### src/rtl/execute_muldiv_if.sv
// Execute-stage <-> mul/div sequencer handshake bundle.
// Latency: none (wires only).
// Backpressure: StallMD from the sequencer holds the issuing stages.
interface execute_muldiv_if #(
  parameter int WIDTH = 32
);
  logic             StartE;
  logic [2:0]       MulDivOpE;
  logic [WIDTH-1:0] SrcAE;
  logic [WIDTH-1:0] SrcBE;
  logic             FlushE;
  logic             StallMD;
  logic             DoneE;
  logic [WIDTH-1:0] MulDivResultE;

  // Execute stage side: issues the op and consumes the result.
  modport master (
    output StartE, MulDivOpE, SrcAE, SrcBE, FlushE,
    input  StallMD, DoneE, MulDivResultE
  );

  // Sequencer side.
  modport slave (
    input  StartE, MulDivOpE, SrcAE, SrcBE, FlushE,
    output StallMD, DoneE, MulDivResultE
  );
endinterface

### src/rtl/execute_muldiv_ctrl.sv
// RV32M multi-cycle sequencer: shift-add multiply / restoring divide on operand magnitudes.
// Latency: WIDTH+1 stall cycles then a one-cycle DoneE; divide-by-zero/overflow: 1 stall cycle then DoneE.
// Backpressure: StallMD holds F/D/E from the issue cycle through the last iteration; FlushE aborts.
module execute_muldiv_ctrl #(
  parameter int WIDTH = 32
) (
  input logic                clk,
  input logic                rst_n,
  execute_muldiv_if.slave    md
);

  localparam int CW = $clog2(WIDTH + 1);

  typedef enum logic [1:0] {IDLE, BUSY, DONE} state_t;

  state_t             state_q;
  logic [CW-1:0]      cnt_q;
  // Multiply: {product_hi, multiplier/product_lo}. Divide: {remainder, dividend/quotient}.
  logic [2*WIDTH-1:0] acc_q;
  logic [WIDTH-1:0]   opb_q;       // multiplicand or divisor magnitude
  logic [2:0]         op_q;
  logic               sign_res_q;  // product/quotient must be negated
  logic               sign_rem_q;  // remainder must be negated
  logic               done_q;
  logic [WIDTH-1:0]   result_q;

  // Issue-time operand decode
  logic             is_div, a_signed, b_signed, neg_a, neg_b;
  logic [WIDTH-1:0] mag_a, mag_b;
  logic             div_zero, div_ovf;
  logic [WIDTH-1:0] special_res;

  assign is_div   = md.MulDivOpE[2];
  assign a_signed = is_div ? ~md.MulDivOpE[0] : (md.MulDivOpE != 3'b011);
  assign b_signed = is_div ? ~md.MulDivOpE[0] : ~md.MulDivOpE[1];
  assign neg_a    = a_signed & md.SrcAE[WIDTH-1];
  assign neg_b    = b_signed & md.SrcBE[WIDTH-1];
  assign mag_a    = neg_a ? -md.SrcAE : md.SrcAE;
  assign mag_b    = neg_b ? -md.SrcBE : md.SrcBE;
  assign div_zero = is_div & (md.SrcBE == '0);
  assign div_ovf  = is_div & ~md.MulDivOpE[0] &
                    (md.SrcAE == {1'b1, {(WIDTH-1){1'b0}}}) & (md.SrcBE == '1);
  // x/0: quotient all-ones, remainder = dividend. MIN/-1: quotient MIN, remainder 0.
  assign special_res = div_zero ? (md.MulDivOpE[1] ? md.SrcAE : '1)
                                : (md.MulDivOpE[1] ? '0 : {1'b1, {(WIDTH-1){1'b0}}});

  // One iteration of the datapath
  logic [WIDTH:0]     mul_sum, div_shift, div_diff;
  logic [2*WIDTH-1:0] mul_next, div_next, acc_next, prod;
  logic [WIDTH-1:0]   quo, rem, final_res;

  assign mul_sum   = {1'b0, acc_q[2*WIDTH-1:WIDTH]} + (acc_q[0] ? {1'b0, opb_q} : '0);
  assign mul_next  = {mul_sum, acc_q[WIDTH-1:1]};
  assign div_shift = {acc_q[2*WIDTH-1:WIDTH], acc_q[WIDTH-1]};
  assign div_diff  = div_shift - {1'b0, opb_q};
  // Remainder stays below the divisor, so a borrow shows up as bit WIDTH of the difference.
  assign div_next  = div_diff[WIDTH] ? {div_shift[WIDTH-1:0], acc_q[WIDTH-2:0], 1'b0}
                                     : {div_diff[WIDTH-1:0],  acc_q[WIDTH-2:0], 1'b1};
  assign acc_next  = op_q[2] ? div_next : mul_next;

  assign prod = sign_res_q ? -acc_next : acc_next;
  assign quo  = acc_next[WIDTH-1:0];
  assign rem  = acc_next[2*WIDTH-1:WIDTH];

  // Sign fix-up and result select on the final iteration's value
  always_comb begin
    final_res = '0;
    case (op_q)
      3'b000:                 final_res = prod[WIDTH-1:0];
      3'b001, 3'b010, 3'b011: final_res = prod[2*WIDTH-1:WIDTH];
      3'b100, 3'b101:         final_res = sign_res_q ? -quo : quo;
      default:                final_res = sign_rem_q ? -rem : rem;
    endcase
  end

  // Sequencer FSM with registered DoneE/result
  always_ff @(posedge clk) begin
    if (!rst_n) begin
      state_q    <= IDLE;
      cnt_q      <= '0;
      acc_q      <= '0;
      opb_q      <= '0;
      op_q       <= '0;
      sign_res_q <= 1'b0;
      sign_rem_q <= 1'b0;
      done_q     <= 1'b0;
      result_q   <= '0;
    end else begin
      done_q <= 1'b0;
      case (state_q)
        IDLE: begin
          if (md.StartE && !md.FlushE) begin
            op_q       <= md.MulDivOpE;
            sign_res_q <= neg_a ^ neg_b;
            sign_rem_q <= neg_a;
            opb_q      <= mag_b;
            acc_q      <= {{WIDTH{1'b0}}, mag_a};
            cnt_q      <= '0;
            if (div_zero || div_ovf) begin
              result_q <= special_res;
              done_q   <= 1'b1;
              state_q  <= DONE;
            end else begin
              state_q  <= BUSY;
            end
          end
        end
        BUSY: begin
          if (md.FlushE) begin
            state_q <= IDLE;
          end else begin
            acc_q <= acc_next;
            cnt_q <= cnt_q + 1'b1;
            if (cnt_q == CW'(WIDTH - 1)) begin
              result_q <= final_res;
              done_q   <= 1'b1;
              state_q  <= DONE;
            end
          end
        end
        DONE:    state_q <= IDLE;
        default: state_q <= IDLE;
      endcase
    end
  end

  assign md.StallMD       = ((state_q == IDLE) & md.StartE & ~md.FlushE) | (state_q == BUSY);
  assign md.DoneE         = done_q;
  assign md.MulDivResultE = result_q;

endmodule

### src/flat_wrapper.sv
// flat-port wrapper written by rule: the top's interface ports become plain ports
module execute_muldiv_ctrl_flat 
#(
  parameter int WIDTH = 32
)
  (clk, rst_n, md_StartE, md_MulDivOpE, md_SrcAE, md_SrcBE, md_FlushE, md_StallMD, md_DoneE, md_MulDivResultE);
  execute_muldiv_if #(.WIDTH(WIDTH)) md_i ();
  input logic clk;
  input logic rst_n;
  input wire logic [$bits(md_i.StartE)-1:0] md_StartE;
  input wire logic [$bits(md_i.MulDivOpE)-1:0] md_MulDivOpE;
  input wire logic [$bits(md_i.SrcAE)-1:0] md_SrcAE;
  input wire logic [$bits(md_i.SrcBE)-1:0] md_SrcBE;
  input wire logic [$bits(md_i.FlushE)-1:0] md_FlushE;
  output wire logic [$bits(md_i.StallMD)-1:0] md_StallMD;
  output wire logic [$bits(md_i.DoneE)-1:0] md_DoneE;
  output wire logic [$bits(md_i.MulDivResultE)-1:0] md_MulDivResultE;
  assign md_i.StartE = md_StartE;
  assign md_i.MulDivOpE = md_MulDivOpE;
  assign md_i.SrcAE = md_SrcAE;
  assign md_i.SrcBE = md_SrcBE;
  assign md_i.FlushE = md_FlushE;
  assign md_StallMD = md_i.StallMD;
  assign md_DoneE = md_i.DoneE;
  assign md_MulDivResultE = md_i.MulDivResultE;
  execute_muldiv_ctrl #(.WIDTH(WIDTH)) u_core (.clk(clk), .rst_n(rst_n), .md(md_i));
endmodule
### config.mk
export PLATFORM = sky130hd
export DESIGN_NAME = execute_muldiv_ctrl_flat
export DESIGN_NICKNAME = d
export VERILOG_FILES = /design/src/rtl/execute_muldiv_if.sv /design/src/rtl/execute_muldiv_ctrl.sv /design/src/flat_wrapper.sv
export SDC_FILE = /design/constraint.sdc
export NUM_CORES = 1
export LEC_CHECK = 0
export ABC_AREA = 1
export CAP_MARGIN = 20
export CORE_MARGIN = 2
export CORE_UTILIZATION = 35
export DETAILED_ROUTE_END_ITERATION = 7
export HOLD_SLACK_MARGIN = 0.06
export SETUP_SLACK_MARGIN = 0.02
export SLEW_MARGIN = 10
export SYNTH_ARGS = -nofsm -noshare
export SYNTH_HDL_FRONTEND = slang
export SYNTH_SLANG_ARGS = --single-unit
export TNS_END_PERCENT = 10
### constraint.sdc
create_clock -name clk -period 4.7 [get_ports clk]
set_input_delay 0.705 -clock clk [delete_from_list [all_inputs] [get_ports clk]]
set_output_delay 0.705 -clock clk [all_outputs]
set_load 0.02 [all_outputs]
==> run metrics <==
layout cell share with drive strength beyond 1 0.0776; most used cell, CP nand2_2; Final Util 0.412; Clk pin slew, worst setup/hold paths 0.07 ns; Final Skew 0.0201 ns; Ant. Diodes 0; ANT nets after route 0; routed length per instance 19.5 microns; Vias/cell 5.49; global route overflow 0; Cell Pwr Density 248 nW/um^2; Max Cap Viol 0; startpoint types flop; Min-Delay Path Class reg2reg; Final Non-Filler Cells 3850; Final GP Congestion 1.06; fin nets 3366; period utilization 0.935; die area 50200 sq um; worst endpoint required time 5.11 ns; R2R Path Start u_core.acc_q[31]; Fin Setup TNS 0 ns; hold path depth 1; Synth-to-Final Area Change 16.0%; router iterations before antenna repair 8; Clock Tree Buf Depth 2; dominant synthesized flop cell dfxtp_1; WP buf/inv 4; Max stage delay on crit path 0.38 ns; critical path capture point type flop; asr flop ratio synth 0; CTS tree done; crit path DAT 4.80 ns; Core Rows 80; HPWL Detailed 59700 microns; GR Util All Layers 0.295; Root Buffer clkbuf_16; hold buffers post-CTS 0; count of final setup violators 0; P_leak 9.81 nW; Clock Latency Late Sink 0.48 ns; DRT Wirelength 75000 microns; first-pass GRT wire length 112000 microns; DRC 0; largest net degree at the start of global routing 74; R2R Setup Slk 0.31 ns; status completed; number of flops mapped to enable cells by yosys 0; relative slew slack 0.410; reg2reg end u_core.md.MulDivResultE[10]; I/O pin cnt 105; RSZ-0062 raised after global routing true; most frequent cells in the layout nand2_1 (963), inv_1 (389), nor2_1 (358), nand3_1 (250), a21oi_1 (247); vias in the first global route 18900; Final Hold Viols 0; Buffers on Ports 104; CTS sink cnt 142; fin crit period 4.39 ns; upper clock frequency limit 228 MHz; cell area after synthesis 17000 sq um; crit path from u_core.acc_q[31]; die width 224 microns; drt initial violations 2752; CP Class reg2reg; Avg Cell Area, Syn 5.44 sq um; Core ar. 47700 sq um; Initial Util 0.355; most common cell after layout, fill and taps aside nand2_1; worst-margin pin slew 0.884 ns; Net Count, Synth 3263; Max stage delay cell, worst path fa_2; depth of the most critical reg-to-reg path 26; antenna violations before repair 1; H-Tree Depth 4; DR vias 21100; dpl cells 3812; Yosys warning count 0; WP depth 26; Slew Viols, Final 0; Top delay family on crit path simple AND/OR/NAND/NOR gates; Cells after Synth 3120; DIE HEIGHT 224 microns; flops & latches, synth 142; Worst Setup EP u_core.md.MulDivResultE[10]; cts bufs inserted 17; Seq/Total Area, Yosys 0.168; Peak VDD IR 306 uV; critical-path maximum fanout 12; Synth cell types 57
[repair_timing]
action / CTS / global route
setup buffers: 0 / 6
resized for setup: 0 / 23
endpoints found under the setup margin: 0 / 20
[cell usage after synthesis, drive strengths merged, types with 16 or more instances]
library cell	count	area, sq um
nand2	1008	3930
inv	395	1480
nor2	389	1530
nand3	261	1360
a21oi	257	1330
o21ai	186	942
dfxtp	142	2840
ha	70	876
clkbuf	69	259
xor2	42	368
buf	41	254
nor3	41	225
nand4	40	250
o22ai	22	138
nor4	17	113
o221ai	17	149
nand3b	16	120
[final cells by class]
class / count / area [sq um]
Multi-Input combinational cell: 2468 / 12200
Timing Repair Buffer: 194 / 1750
Tap cell: 615 / 769
Inverter: 400 / 1500
Fill cell: 5283 / 28100
Sequential cell: 142 / 2850
Clock inverter: 10 / 114
Clock buffer: 21 / 470
[power breakdown]
| part | switching [mW] | total (mW) | internal [mW] |
|---|---|---|---|
| logic | 1.44 | 2.10 | 0.657 |
| clock network | 0.617 | 1.43 | 0.817 |
| registers | 0.0614 | 1.34 | 1.28 |
| total | 2.12 | 4.87 | 2.75 |
[metrics by stage]
| step | hold slack (ns) | power [mW] | setup slack (ns) | instance area (sq um) |
|---|---|---|---|---|
| floorplan | 0.427 | 2.68 | 0.750 | 17000 |
| global placement | 0.454 | 3.36 | 0.343 | 18900 |
| detailed placement | 0.462 | 3.34 | 0.164 | 18900 |
| CTS | 0.474 | 4.77 | 0.129 | 19500 |
| global route | 0.493 | 5.11 | -0.0217 | 19700 |
| finish | 0.471 | 4.87 | 0.306 | 19700 |
[registers in the layout (all words and copies together) (netlist names)]
name and cells:
u_core.opb_q 32, u_core.cnt_q 6, u_core.acc_q 64, u_core.md.DoneE 1
u_core.state_q 2, u_core.md.MulDivResultE 32, u_core.sign_res_q 1, u_core.sign_rem_q 1
u_core.op_q 3
[worst register-to-register path: cells and delay by family (launching register included)]
family	cells	cell delay (ns)
AND/OR/NAND/NOR	16	2.11
adder cells (fa/ha/maj)	3	0.88
flip-flops	1	0.31
buffers and inverters	4	0.39
AO/OA/AOI/OAI	3	0.66
[worst min-delay path by stage]
stage          slack [ns]                          end                         from
2_1_floorplan        0.43              u_core.md.DoneE            u_core.state_q[1]
3_3_place_gp         0.45              u_core.acc_q[9]              u_core.acc_q[9]
3_5_place_dp         0.46  u_core.md.MulDivResultE[19]  u_core.md.MulDivResultE[19]
4_1_cts              0.47              u_core.md.DoneE            u_core.state_q[1]
5_1_grt              0.49  u_core.md.MulDivResultE[17]  u_core.md.MulDivResultE[17]
6_report             0.47              u_core.md.DoneE            u_core.state_q[1]
[kinds of logic (layout without fill, tap and decap cells)]
family / Yosys count / after routing / synth area share
AND/OR/NAND/NOR: 1794 / 1794 / 0.452
AO/OA/AOI/OAI: 548 / 548 / 0.180
XOR/XNOR: 54 / 54 / 0.0279
buffers and inverters: 510 / 625 / 0.119
flip-flops: 142 / 142 / 0.168
adder cells (fa/ha/maj): 72 / 72 / 0.0540
[routing by layer]
| layer | vias to the layer above | share of wire | track usage |
|---|---|---|---|
| met5 | - | 0 | 0 |
| met4 | 0 | 0.041 | 0.120 |
| met3 | 157 | 0.11 | 0.0779 |
| met2 | 1072 | 0.41 | 0.425 |
| met1 | 9567 | 0.44 | 0.412 |
| li1 | 10300 | - | - |
No activity file was read; power rests on OpenSTA's default activity.
